$ cat src/rtl/lpc_host_pkg.sv
// -----------------------------------------------------------------------------
// lpc_host_pkg
// Shared types and constants for the LPC host-side initiator:
//   - state_t      : host cycle FSM states
//   - LAD nibbles  : START, cycle-type/direction, SYNC codes, idle level
//   - phase sizes  : clocks spent in ADDR, data, turn-around and ABORT phases
//   - addr_nib()   : picks one address nibble, most significant nibble first
// -----------------------------------------------------------------------------
package lpc_host_pkg;

  typedef enum logic [3:0] {
    IDLE,
    START,
    CTDIR,
    ADDR,
    WDATA,
    TAR1,
    SYNC,
    RDATA,
    TAR2,
    ABORT
  } state_t;

  localparam logic [3:0] LPC_START  = 4'h0;
  localparam logic [3:0] CT_IO_RD   = 4'h0;
  localparam logic [3:0] CT_IO_WR   = 4'h2;
  localparam logic [3:0] SYNC_READY = 4'h0;
  localparam logic [3:0] SYNC_SWAIT = 4'h5;
  localparam logic [3:0] SYNC_LWAIT = 4'h6;
  localparam logic [3:0] SYNC_ERR   = 4'hA;
  localparam logic [3:0] LAD_IDLE   = 4'hF;

  localparam int ADDR_NIBS  = 4;
  localparam int DATA_NIBS  = 2;
  localparam int TAR_CLKS   = 2;
  localparam int ABORT_CLKS = 4;

  // idx 0 returns addr[15:12], idx 3 returns addr[3:0].
  function automatic logic [3:0] addr_nib(input logic [15:0] addr, input logic [1:0] idx);
    logic [15:0] shifted;
    shifted = addr << {idx, 2'b00};
    return shifted[15:12];
  endfunction

endpackage

$ cat src/rtl/lpc_host_master_if.sv
// -----------------------------------------------------------------------------
// lpc_host_master_if
// Request/status handshake plus LPC pin bundle of the host initiator.
//   Req, ReqWr, ReqAddr, ReqWData : cycle request from internal logic
//   Busy, Done, RData, Error      : cycle status back to internal logic
//   LpcFrameOut, LpcBusOut, LpcBusOe, LpcBusIn : LFRAME# and LAD[3:0] pins
// Modports:
//   master : the lpc_host_master itself
//   slave  : the requesting logic / LAD target side
// -----------------------------------------------------------------------------
interface lpc_host_master_if;

  logic        Req;
  logic        ReqWr;
  logic [15:0] ReqAddr;
  logic [7:0]  ReqWData;
  logic        Busy;
  logic        Done;
  logic [7:0]  RData;
  logic        Error;
  logic        LpcFrameOut;
  logic [3:0]  LpcBusOut;
  logic        LpcBusOe;
  logic [3:0]  LpcBusIn;

  modport master (
    input  Req, ReqWr, ReqAddr, ReqWData, LpcBusIn,
    output Busy, Done, RData, Error, LpcFrameOut, LpcBusOut, LpcBusOe
  );

  modport slave (
    output Req, ReqWr, ReqAddr, ReqWData, LpcBusIn,
    input  Busy, Done, RData, Error, LpcFrameOut, LpcBusOut, LpcBusOe
  );

endinterface

$ cat src/rtl/lpc_host_sync_mon.sv
// -----------------------------------------------------------------------------
// lpc_host_sync_mon
// Watches LAD during the SYNC phase and tells the host FSM what to do next.
// Ports:
//   LpcClock, PciReset : clock, asynchronous active-low reset
//   in_sync            : host FSM is in SYNC this clock
//   clear              : host FSM enters SYNC next clock; zero both counters
//   lad                : sampled LAD[3:0]
//   sync_ready         : target reported ready (4'h0)
//   sync_error         : target reported error (4'hA); cycle still completes
//   sync_abort         : give up on the target and run the ABORT sequence
// Build option: LPC_HOST_TIMEOUT_EN adds a 10-bit saturating wait counter
// that aborts after WAIT_MAX short/long wait SYNCs. Without it, waits are
// honoured forever and WAIT_MAX has no effect.
// -----------------------------------------------------------------------------
module lpc_host_sync_mon
  import lpc_host_pkg::*;
#(
  parameter int NORESP_MAX = 3,
  parameter int WAIT_MAX   = 1023
) (
  input  logic       LpcClock,
  input  logic       PciReset,
  input  logic       in_sync,
  input  logic       clear,
  input  logic [3:0] lad,
  output logic       sync_ready,
  output logic       sync_error,
  output logic       sync_abort
);

  localparam logic [1:0] NORESP_LAST = 2'(NORESP_MAX - 1);

  logic       is_ready;
  logic       is_error;
  logic       is_wait;
  logic       is_other;
  logic       noresp_hit;
  logic       wait_hit;
  logic [1:0] noresp_cnt;

  assign is_ready = (lad == SYNC_READY);
  assign is_error = (lad == SYNC_ERR);
  assign is_wait  = (lad == SYNC_SWAIT) || (lad == SYNC_LWAIT);
  assign is_other = !(is_ready || is_error || is_wait);

  // Abort on the clock that would bring the count up to NORESP_MAX.
  assign noresp_hit = in_sync && is_other && (noresp_cnt == NORESP_LAST);

  // A wait SYNC proves the target is alive, so it restarts the no-response run.
  always_ff @(posedge LpcClock or negedge PciReset) begin
    if (!PciReset) begin
      noresp_cnt <= 2'd0;
    end else if (clear) begin
      noresp_cnt <= 2'd0;
    end else if (in_sync) begin
      if (is_wait) begin
        noresp_cnt <= 2'd0;
      end else if (is_other) begin
        noresp_cnt <= noresp_cnt + 2'd1;
      end
    end
  end

`ifdef LPC_HOST_TIMEOUT_EN
  localparam logic [9:0] WAIT_LAST = 10'(WAIT_MAX - 1);
  localparam logic [9:0] WAIT_SAT  = 10'(WAIT_MAX);

  logic [9:0] wait_cnt;

  assign wait_hit = in_sync && is_wait && (wait_cnt == WAIT_LAST);

  always_ff @(posedge LpcClock or negedge PciReset) begin
    if (!PciReset) begin
      wait_cnt <= 10'd0;
    end else if (clear) begin
      wait_cnt <= 10'd0;
    end else if (in_sync && is_wait && (wait_cnt != WAIT_SAT)) begin
      wait_cnt <= wait_cnt + 10'd1;
    end
  end
`else
  assign wait_hit = 1'b0;
`endif

  assign sync_ready = in_sync && is_ready;
  assign sync_error = in_sync && is_error;
  assign sync_abort = noresp_hit || wait_hit;

endmodule

$ cat src/rtl/lpc_host_master.sv
// -----------------------------------------------------------------------------
// lpc_host_master
// LPC host-side initiator: runs one I/O read or I/O write cycle on LFRAME#/LAD
// per request, including turn-around, SYNC wait states, target error SYNC and
// the no-response abort.
// Ports:
//   LpcClock : 33 MHz LPC clock
//   PciReset : asynchronous active-low reset; drops any cycle without an abort
//   lpc      : lpc_host_master_if.master (request/status + LPC pins)
// Zero-wait latency: Req sampled at edge k, START in clock k+1, Done in k+14.
// All outputs are registered; every next-clock pin value is set alongside
// the state transition that leads into that clock.
// Build option: LPC_HOST_TIMEOUT_EN enables the wait-state timeout
// (see lpc_host_sync_mon).
// -----------------------------------------------------------------------------
module lpc_host_master
  import lpc_host_pkg::*;
#(
  parameter int NORESP_MAX = 3,
  parameter int WAIT_MAX   = 1023
) (
  input logic               LpcClock,
  input logic               PciReset,
  lpc_host_master_if.master lpc
);

  localparam logic [1:0] ADDR_LAST  = 2'(ADDR_NIBS - 1);
  localparam logic [1:0] DATA_LAST  = 2'(DATA_NIBS - 1);
  localparam logic [1:0] TAR_LAST   = 2'(TAR_CLKS - 1);
  localparam logic [1:0] ABORT_LAST = 2'(ABORT_CLKS - 1);

  state_t      state;
  logic [1:0]  phase;     // clock index inside multi-clock phases
  logic        wr_q;
  logic [15:0] addr_q;
  logic [7:0]  wdata_q;
  logic [7:0]  data_q;    // read data assembled during RDATA
  logic        err_q;     // target reported error SYNC in this cycle

  logic sync_ready;
  logic sync_error;
  logic sync_abort;

  lpc_host_sync_mon #(
    .NORESP_MAX (NORESP_MAX),
    .WAIT_MAX   (WAIT_MAX)
  ) u_sync_mon (
    .LpcClock   (LpcClock),
    .PciReset   (PciReset),
    .in_sync    (state == SYNC),
    .clear      ((state == TAR1) && (phase == TAR_LAST)),
    .lad        (lpc.LpcBusIn),
    .sync_ready (sync_ready),
    .sync_error (sync_error),
    .sync_abort (sync_abort)
  );

  // NOTE: all state and registered outputs use non-blocking assignments so
  // every read in this block sees the value from before the clock edge.
  always_ff @(posedge LpcClock or negedge PciReset) begin
    if (!PciReset) begin
      state           <= IDLE;
      phase           <= 2'd0;
      wr_q            <= 1'b0;
      addr_q          <= 16'h0000;
      wdata_q         <= 8'h00;
      data_q          <= 8'h00;
      err_q           <= 1'b0;
      lpc.Busy        <= 1'b0;
      lpc.Done        <= 1'b0;
      lpc.RData       <= 8'h00;
      lpc.Error       <= 1'b0;
      lpc.LpcFrameOut <= 1'b1;
      lpc.LpcBusOut   <= LAD_IDLE;
      lpc.LpcBusOe    <= 1'b0;
    end else begin
      lpc.Done <= 1'b0;

      unique case (state)
        IDLE: begin
          lpc.LpcFrameOut <= 1'b1;
          lpc.LpcBusOe    <= 1'b0;
          lpc.LpcBusOut   <= LAD_IDLE;
          if (lpc.Req) begin
            wr_q            <= lpc.ReqWr;
            addr_q          <= lpc.ReqAddr;
            wdata_q         <= lpc.ReqWData;
            err_q           <= 1'b0;
            state           <= START;
            lpc.Busy        <= 1'b1;
            lpc.LpcFrameOut <= 1'b0;
            lpc.LpcBusOe    <= 1'b1;
            lpc.LpcBusOut   <= LPC_START;
          end
        end

        START: begin
          state           <= CTDIR;
          lpc.LpcFrameOut <= 1'b1;
          lpc.LpcBusOut   <= wr_q ? CT_IO_WR : CT_IO_RD;
        end

        CTDIR: begin
          state         <= ADDR;
          phase         <= 2'd0;
          lpc.LpcBusOut <= addr_nib(addr_q, 2'd0);
        end

        ADDR: begin
          if (phase == ADDR_LAST) begin
            phase <= 2'd0;
            if (wr_q) begin
              state         <= WDATA;
              lpc.LpcBusOut <= wdata_q[3:0];
            end else begin
              state         <= TAR1;
              lpc.LpcBusOut <= LAD_IDLE;
            end
          end else begin
            phase         <= phase + 2'd1;
            lpc.LpcBusOut <= addr_nib(addr_q, phase + 2'd1);
          end
        end

        WDATA: begin
          if (phase == DATA_LAST) begin
            state         <= TAR1;
            phase         <= 2'd0;
            lpc.LpcBusOut <= LAD_IDLE;
          end else begin
            phase         <= phase + 2'd1;
            lpc.LpcBusOut <= wdata_q[7:4];
          end
        end

        // First TAR clock drives LAD high; the host releases LAD after it.
        TAR1: begin
          lpc.LpcBusOe <= 1'b0;
          if (phase == TAR_LAST) begin
            state <= SYNC;
            phase <= 2'd0;
          end else begin
            phase <= phase + 2'd1;
          end
        end

        SYNC: begin
          if (sync_abort) begin
            state           <= ABORT;
            phase           <= 2'd0;
            lpc.LpcFrameOut <= 1'b0;
            lpc.LpcBusOe    <= 1'b1;
            lpc.LpcBusOut   <= LAD_IDLE;
          end else if (sync_ready || sync_error) begin
            if (sync_error) begin
              err_q <= 1'b1;
            end
            phase <= 2'd0;
            state <= wr_q ? TAR2 : RDATA;
          end
        end

        RDATA: begin
          if (phase == DATA_LAST) begin
            data_q[7:4] <= lpc.LpcBusIn;
            state       <= TAR2;
            phase       <= 2'd0;
          end else begin
            data_q[3:0] <= lpc.LpcBusIn;
            phase       <= phase + 2'd1;
          end
        end

        // Writes leave RData alone; it always reflects the last completed read.
        TAR2: begin
          if (phase == TAR_LAST) begin
            state     <= IDLE;
            phase     <= 2'd0;
            lpc.Busy  <= 1'b0;
            lpc.Done  <= 1'b1;
            lpc.Error <= err_q;
            if (!wr_q) begin
              lpc.RData <= data_q;
            end
          end else begin
            phase <= phase + 2'd1;
          end
        end

        ABORT: begin
          if (phase == ABORT_LAST) begin
            state           <= IDLE;
            phase           <= 2'd0;
            lpc.Busy        <= 1'b0;
            lpc.Done        <= 1'b1;
            lpc.Error       <= 1'b1;
            lpc.LpcFrameOut <= 1'b1;
            lpc.LpcBusOe    <= 1'b0;
          end else begin
            phase <= phase + 2'd1;
          end
        end

        default: begin
          state <= IDLE;
        end
      endcase
    end
  end

endmodule
$ cat src/flat_wrapper.sv
// flat-port wrapper written by rule: the top's interface ports become plain ports
module lpc_host_master_flat import lpc_host_pkg::*;
#(
  parameter int NORESP_MAX = 3,
  parameter int WAIT_MAX   = 1023
)
  (LpcClock, PciReset, lpc_Req, lpc_ReqWr, lpc_ReqAddr, lpc_ReqWData, lpc_LpcBusIn, lpc_Busy, lpc_Done, lpc_RData, lpc_Error, lpc_LpcFrameOut, lpc_LpcBusOut, lpc_LpcBusOe);
  lpc_host_master_if lpc_i ();
  input logic LpcClock;
  input logic PciReset;
  input wire logic [$bits(lpc_i.Req)-1:0] lpc_Req;
  input wire logic [$bits(lpc_i.ReqWr)-1:0] lpc_ReqWr;
  input wire logic [$bits(lpc_i.ReqAddr)-1:0] lpc_ReqAddr;
  input wire logic [$bits(lpc_i.ReqWData)-1:0] lpc_ReqWData;
  input wire logic [$bits(lpc_i.LpcBusIn)-1:0] lpc_LpcBusIn;
  output wire logic [$bits(lpc_i.Busy)-1:0] lpc_Busy;
  output wire logic [$bits(lpc_i.Done)-1:0] lpc_Done;
  output wire logic [$bits(lpc_i.RData)-1:0] lpc_RData;
  output wire logic [$bits(lpc_i.Error)-1:0] lpc_Error;
  output wire logic [$bits(lpc_i.LpcFrameOut)-1:0] lpc_LpcFrameOut;
  output wire logic [$bits(lpc_i.LpcBusOut)-1:0] lpc_LpcBusOut;
  output wire logic [$bits(lpc_i.LpcBusOe)-1:0] lpc_LpcBusOe;
  assign lpc_i.Req = lpc_Req;
  assign lpc_i.ReqWr = lpc_ReqWr;
  assign lpc_i.ReqAddr = lpc_ReqAddr;
  assign lpc_i.ReqWData = lpc_ReqWData;
  assign lpc_i.LpcBusIn = lpc_LpcBusIn;
  assign lpc_Busy = lpc_i.Busy;
  assign lpc_Done = lpc_i.Done;
  assign lpc_RData = lpc_i.RData;
  assign lpc_Error = lpc_i.Error;
  assign lpc_LpcFrameOut = lpc_i.LpcFrameOut;
  assign lpc_LpcBusOut = lpc_i.LpcBusOut;
  assign lpc_LpcBusOe = lpc_i.LpcBusOe;
  lpc_host_master #(.NORESP_MAX(NORESP_MAX), .WAIT_MAX(WAIT_MAX)) u_core (.LpcClock(LpcClock), .PciReset(PciReset), .lpc(lpc_i));
endmodule
$ cat config.mk
export PLATFORM = sky130hd
export DESIGN_NAME = lpc_host_master_flat
export DESIGN_NICKNAME = d
export VERILOG_FILES = /design/src/rtl/lpc_host_pkg.sv /design/src/rtl/lpc_host_master_if.sv /design/src/rtl/lpc_host_sync_mon.sv /design/src/rtl/lpc_host_master.sv /design/src/flat_wrapper.sv
export SDC_FILE = /design/constraint.sdc
export NUM_CORES = 1
export LEC_CHECK = 0
export ABC_CLOCK_PERIOD_IN_PS = 4600
export CORE_AREA = 10 10 87 89
export CTS_CLUSTER_DIAMETER = 150
export DETAILED_ROUTE_END_ITERATION = 10
export DIE_AREA = 0 0 97 99
export PLACE_DENSITY = 0.78
export SETUP_SLACK_MARGIN = 0.05
export SLEW_MARGIN = 20
export SYNTH_ARGS = -nofsm -noshare
export SYNTH_HDL_FRONTEND = slang
export SYNTH_SLANG_ARGS = --single-unit
$ cat constraint.sdc
create_clock -name LpcClock -period 4.6 [get_ports LpcClock]
set_input_delay 0.92 -clock LpcClock [delete_from_list [all_inputs] [get_ports LpcClock]]
set_output_delay 0.92 -clock LpcClock [all_outputs]
set_load 0.01 [all_outputs]
==> impl_metrics.toml, run 1 <==
[outcome]
status = "complete, no violations"

[run]
drv_cap = 0

[critical_path]
cp-end-kind = "register"
cp.arrival_ns = 2.89
start_kind = "input port"
required_ns = 4.86
regToRegSetupSlack_ns = 2.12
timing.rr.start = "u_core.phase[0]"
timing.rr.end = "u_core.state[0]"
r2r.worst_path.cells = 5
cp_max_fo = 7
critPathKind = "input port to register"

[sta]
tightest_slew_ns = 0.794
fin_setup_tns_ns = 0
rsz0062_at_grt = "no"
min_period_ns = 2.63
slew_headroom = 0.471
fin_ws_ns = 1.97
drv_slew = 0
max_freq_mhz = 381
setup_viol = 0
finalHoldViolCount = 0
final.period_utilization = 0.571
finalClockSkew_ns = 0.0108

[pwr]
ir_drop_v = 0.000368
power_density_nw_per_um2 = 699
leakage_nw = 1.61

[yosys]
synthTopCellsByCount = "54 x dfrtp_1, 24 x mux2_2, 17 x mux2_1"
synth_area_per_cell_um2 = 11.7
ys.flop_type = "dfrtp_1"
netlist_instances = 267
yosysTopAreaCell = "dfrtp_1"
ys_seq_elements = 59
syn-num-nets = 303
ys_types = 65
syn_area_um2 = 3120
yosysMostFrequentCell = "dfrtp_1"
synthArstFlopShare = 1.00
synth_edf_count = 0
yosys_warnings = 0
synth_top_area_share = 0.434
ys_seq_area_frac = 0.476
synth_area_leaders = "dfrtp_1 43%, mux2_2 8.7%, mux2_1 6.1%"

[hold_path]
min_to = "u_core.lpc.RData[2]"
hold_path.class = "register to register"
hold_depth = 1
hp-start = "u_core.data_q[2]"

[placed_design]
post-place-ws_ns = 1.64
placed_area_um2 = 3570
dp.cells = 374
portBuffers = 48
routabilityCongestion = 0.976
dpl.hpwl_mm = 5.04

[detailed_routing]
route.detailed.drc = 0
vias_per_cell = 5.85
first_iter_violations = 245
wl_per_cell_um = 18.1
route.vias.total = 2281
antenna_left = 0
totalWireLength_mm = 7.07
firstDrtPassIters = 7

[die]
dieWidth_um = 97
start_util = 0.533
core_region_area_um2 = 5850
die_h_um = 99
ios = 49
dieArea_um2 = 9600
fp-row-count = 28

[global_route]
grtUsageMet2 = 0.256
grt_pass1_wl_mm = 12.1
grtUsageMet1 = 0.178
grt_pass1_vias = 2423
antenna_found_initial = 0
gr-usage-all-layers = 0.153
globalRouteOverflowTotal = 0
use_met3 = 0.0566
grt_start_max_net_pins = 60
top_usage_layer = "met2"

[cells_and_area]
final_layout_size_suffix_gt1_frac = 0.190
fin_cells = 390
diodes = 0
fin_nets = 346
final_area_um2 = 3790
syn_to_final_growth_pct = 21.7
final_util = 0.648

[clock_network]
clk_latency_ns = 0.34
h-tree-depth = 3
cts.path.max_buffers = 2
cts_buffers = 9
clock-sinks = 59
ctsHoldBuffers = 0
cts_setup_buffers = 0
cts_tree = "yes"
clockRootBuffer = "clkbuf_8"
cts-resized-gates = 0
cts.reportedPaths.clkPinSlew_ns = 0.07
==> cell usage in the layout, fill, tap and decap left out, types with 3 or more instances in the layout <==
master	Yosys	layout
dfrtp_1	54	54
clkdlybuf4s50_1	0	47
mux2_2	24	24
mux2_1	17	17
a21oi_1	16	16
nand2_1	14	14
nor2_1	13	13
nor3_1	10	10
o21ai_0	9	9
clkbuf_8	0	9
inv_1	8	8
nand3_1	6	6
dfstp_2	5	5
mux4_2	4	4
o221ai_1	4	4
ha_1	4	4
nand2b_1	3	3
a31oi_1	3	3
or2_1	3	3
a2bb2oi_1	3	3
==> through the flow <==
stage,hold slack [ns],total power [mW]
2_1_floorplan,0.443,1.81
3_3_place_gp,0.463,2.09
3_5_place_dp,0.471,2.14
4_1_cts,0.487,2.67
5_1_grt,0.505,2.85
6_report,0.482,2.65
==> where the power goes <==
part,total [mW],switching (mW),internal [mW]
Clock,0.517,0.211,0.306
Sequential,1.03,0.253,0.774
Combinational,1.11,0.497,0.609
==> worst max path at each step <==
stage / startpoint / end / slack (ns)
after floorplan: lpc_LpcBusIn[1] / u_core.state[0] / 2.21
after global placement: lpc_LpcBusIn[1] / u_core.state[0] / 1.68
after detailed placement: lpc_LpcBusIn[1] / u_core.state[0] / 1.64
after CTS: lpc_LpcBusIn[3] / u_core.lpc.LpcBusOut[3] / 2.00
after global routing: lpc_LpcBusIn[1] / u_core.state[2] / 1.88
final: lpc_LpcBusIn[3] / u_core.lpc.LpcBusOut[3] / 1.97
==> sequential cells by signal (all words and copies together), names as in the netlist <==
name,count
u_core.addr_q,16
u_core.data_q,8
u_core.err_q,1
u_core.lpc.Busy,1
u_core.lpc.Done,1
u_core.lpc.Error,1
u_core.lpc.LpcBusOe,1
u_core.lpc.LpcBusOut,4
u_core.lpc.LpcFrameOut,1
u_core.lpc.RData,8
u_core.phase,2
u_core.state,4
u_core.u_sync_mon.noresp_cnt,2
u_core.wdata_q,8
u_core.wr_q,1
==> critical path: stages <==
cell and delay [ns]:
clkdlybuf4s50_1 0.63, nand2b_1 0.24, o31a_1 0.14, o21ai_1 0.17, a21boi_1 0.41, mux2_2 0.39
==> cells by family (layout without fill, tap and decap cells) <==
logic type / Yosys count / count (layout) / share of synthesized area
adder cells (fa/ha/maj): 4 / 4 / 0.0161
buffers and inverters: 26 / 74 / 0.0502
AO/OA/AOI/OAI: 62 / 62 / 0.149
multiplexers: 48 / 48 / 0.188
flip-flops: 59 / 59 / 0.476
XOR/XNOR: 3 / 3 / 0.00843
AND/OR/NAND/NOR: 65 / 65 / 0.112
==> final cells by class <==
class	count	area [um2]
Clock buffer	10	128
Clock inverter	6	90.1
Fill cell	460	2060
Inverter	8	30.0
Multi-Input combinational cell	182	1480
Sequential cell	59	1480
Tap cell	75	93.8
Timing Repair Buffer	50	490
==> per-layer routing <==
layer / wire [um] / part of all wire / vias to the layer above
li1: - / - / 1072
met2: 3440 / 0.49 / 87
met4: 117 / 0.017 / 0
met5: 0 / 0 / -
met3: 444 / 0.063 / 15
met1: 3060 / 0.43 / 1107
Power figures use the tool's default switching activity.
==> run 2, diff against run 1 <==
ABC_CLOCK_PERIOD_IN_PS = 2360   (was 4600)
CORE_AREA = 10 10 92 94   (was 10 10 87 89)
DIE_AREA = 0 0 102 104   (was 0 0 97 99)
PLACE_DENSITY = 0.73   (was 0.78)
clock period = 2.36 ns   (was 4.6 ns; I/O delays follow)
==> run 2 against run 1 <==
Clock skew increased by 0.0023 ns. Utilization is 5.0 points lower. Critical path type is now register to register. Clock-buffer cell count unchanged. First-iteration DRC count fell by 22%. Critical endpoint is now u_core.state[1]. Hold slack worse by 0.37 ns. Total power up 110%.
==> impl_metrics.toml, run 2 (same netlist as run 1, synthesis figures left out) <==
[outcome]
status = "complete, no violations"

[cells_and_area]
final_area_um2 = 4000
fin_nets = 366
layout_commonest_cell = "dfrtp_1"
diodes = 0
top_register = "u_core.addr_q"
final_util = 0.598
fillers = 581
syn_to_final_growth_pct = 28.3
layout_common_cells = "54 x dfrtp_1, 47 x clkdlybuf4s50_1, 24 x mux2_2"
largest_reg_flops = 16
final_layout_size_suffix_gt1_frac = 0.248
fin_cells = 415

[placed_design]
dp.cells = 399
dpl.hpwl_mm = 5.40
placed_area_um2 = 3740
portBuffers = 48
routabilityCongestion = 0.904

[clock_network]
clockRootBuffer = "clkbuf_8"
ctsHoldBuffers = 0
cts_buffers = 9
h-tree-depth = 3
clock-sinks = 59
cts_tree = "yes"
cts.reportedPaths.clkPinSlew_ns = 0.08
cts.path.max_buffers = 2
clk_latency_ns = 0.34

[die]
dieArea_um2 = 10600
ios = 49
die_h_um = 104
fp-row-count = 30
start_util = 0.466
core_region_area_um2 = 6680
dieWidth_um = 102

[hold_path]
hold_path.class = "input port to asynchronous set/reset pin"

[critical_path]
required_ns = 2.61
cp_max_fo = 6
start_kind = "register"
critPathKind = "register to register"
cp.arrival_ns = 2.39
cp-end-kind = "register"

[sta]
finalHoldViolCount = 0
setup_viol = 0
finalClockSkew_ns = 0.0131
min_period_ns = 2.14
rsz0062_at_grt = "no"
fin_setup_tns_ns = 0
tightest_slew_ns = 0.509
slew_headroom = 0.655
max_freq_mhz = 467
final.period_utilization = 0.908
whs_ns = 0.110
drv_slew = 0

[detailed_routing]
route.detailed.drc = 0
vias_per_cell = 5.65
firstDrtPassIters = 5
antenna_left = 0
first_iter_violations = 190
totalWireLength_mm = 7.37
wl_per_cell_um = 17.7
route.vias.total = 2343

[pwr]
ir_drop_v = 0.000712
power_density_nw_per_um2 = 1380
leakage_nw = 1.73

[global_route]
antenna_found_initial = 0
globalRouteOverflowTotal = 0
grt_pass1_wl_mm = 12.4
gr-usage-all-layers = 0.147
grt_start_max_net_pins = 60
grt_pass1_vias = 2465

[run]
drv_cap = 0
## run 2: path summary, 6_finish.rpt
path,endpoint,from,cells past startpoint,slack [ns]
setup / recovery,u_core.state[1],u_core.phase[0],7,0.22
hold / removal,u_core.lpc.RData[4],PciReset,2,0.11
setup reg to reg,u_core.state[1],u_core.phase[0],7,0.22
hold reg to reg,u_core.lpc.RData[0],u_core.lpc.RData[0],1,0.49
max in group asynchronous,u_core.lpc.LpcBusOut[1],PciReset,2,1.91
min in group LpcClock,u_core.lpc.RData[0],u_core.lpc.RData[0],1,0.49
## run 2: timing repair
action / 4_1_cts / 5_1_grt
setup endpoints to repair: 0 / 1
gates resized for setup: 0 / 2
buffers inserted: 0 / 0
## run 2: cell type report
class / count / area, um2 / area share
timing repair buffer: 70 / 653 / 0.163
multi-input combinational: 182 / 1480 / 0.371
clock inverter: 6 / 111 / 0.0279
tap: 80 / 100 / 0.0250
inverter: 8 / 30.0 / 0.00751
clock buffer: 10 / 138 / 0.0344
sequential: 59 / 1480 / 0.371
## run 2: worst max-delay path, cell delays in order, from the launching register on
cell	delay [ns]
dfrtp_1	0.49
ha_2	0.32
nor3b_1	0.07
a221o_1	0.43
a2111oi_4	0.32
buf_4	0.19
a21oi_1	0.06
a31oi_1	0.16
## run 2: power by group
group / internal, mW / switching, mW
registers: 1.51 / 0.361
logic: 1.35 / 1.16
clock network: 0.732 / 0.419
## run 2: per-stage QoR
stage / power (mW) / worst slack, ns
2_1_floorplan: 3.53 / 0.357
3_3_place_gp: 4.30 / -0.0487
3_5_place_dp: 4.37 / -0.145
4_1_cts: 5.57 / 0.150
5_1_grt: 5.93 / 0.0973
6_report: 5.53 / 0.217
## run 2: routing by layer
metal  part of all wire  wire, um  global-route usage  vias to the layer above
met5                  0         0                   0                        -
met4              0.025       184              0.0756                        0
met3              0.059       437              0.0412                       14
met2               0.47      3500               0.220                       72
met1               0.44      3250               0.187                     1141
li1                   -         -                   -                     1116
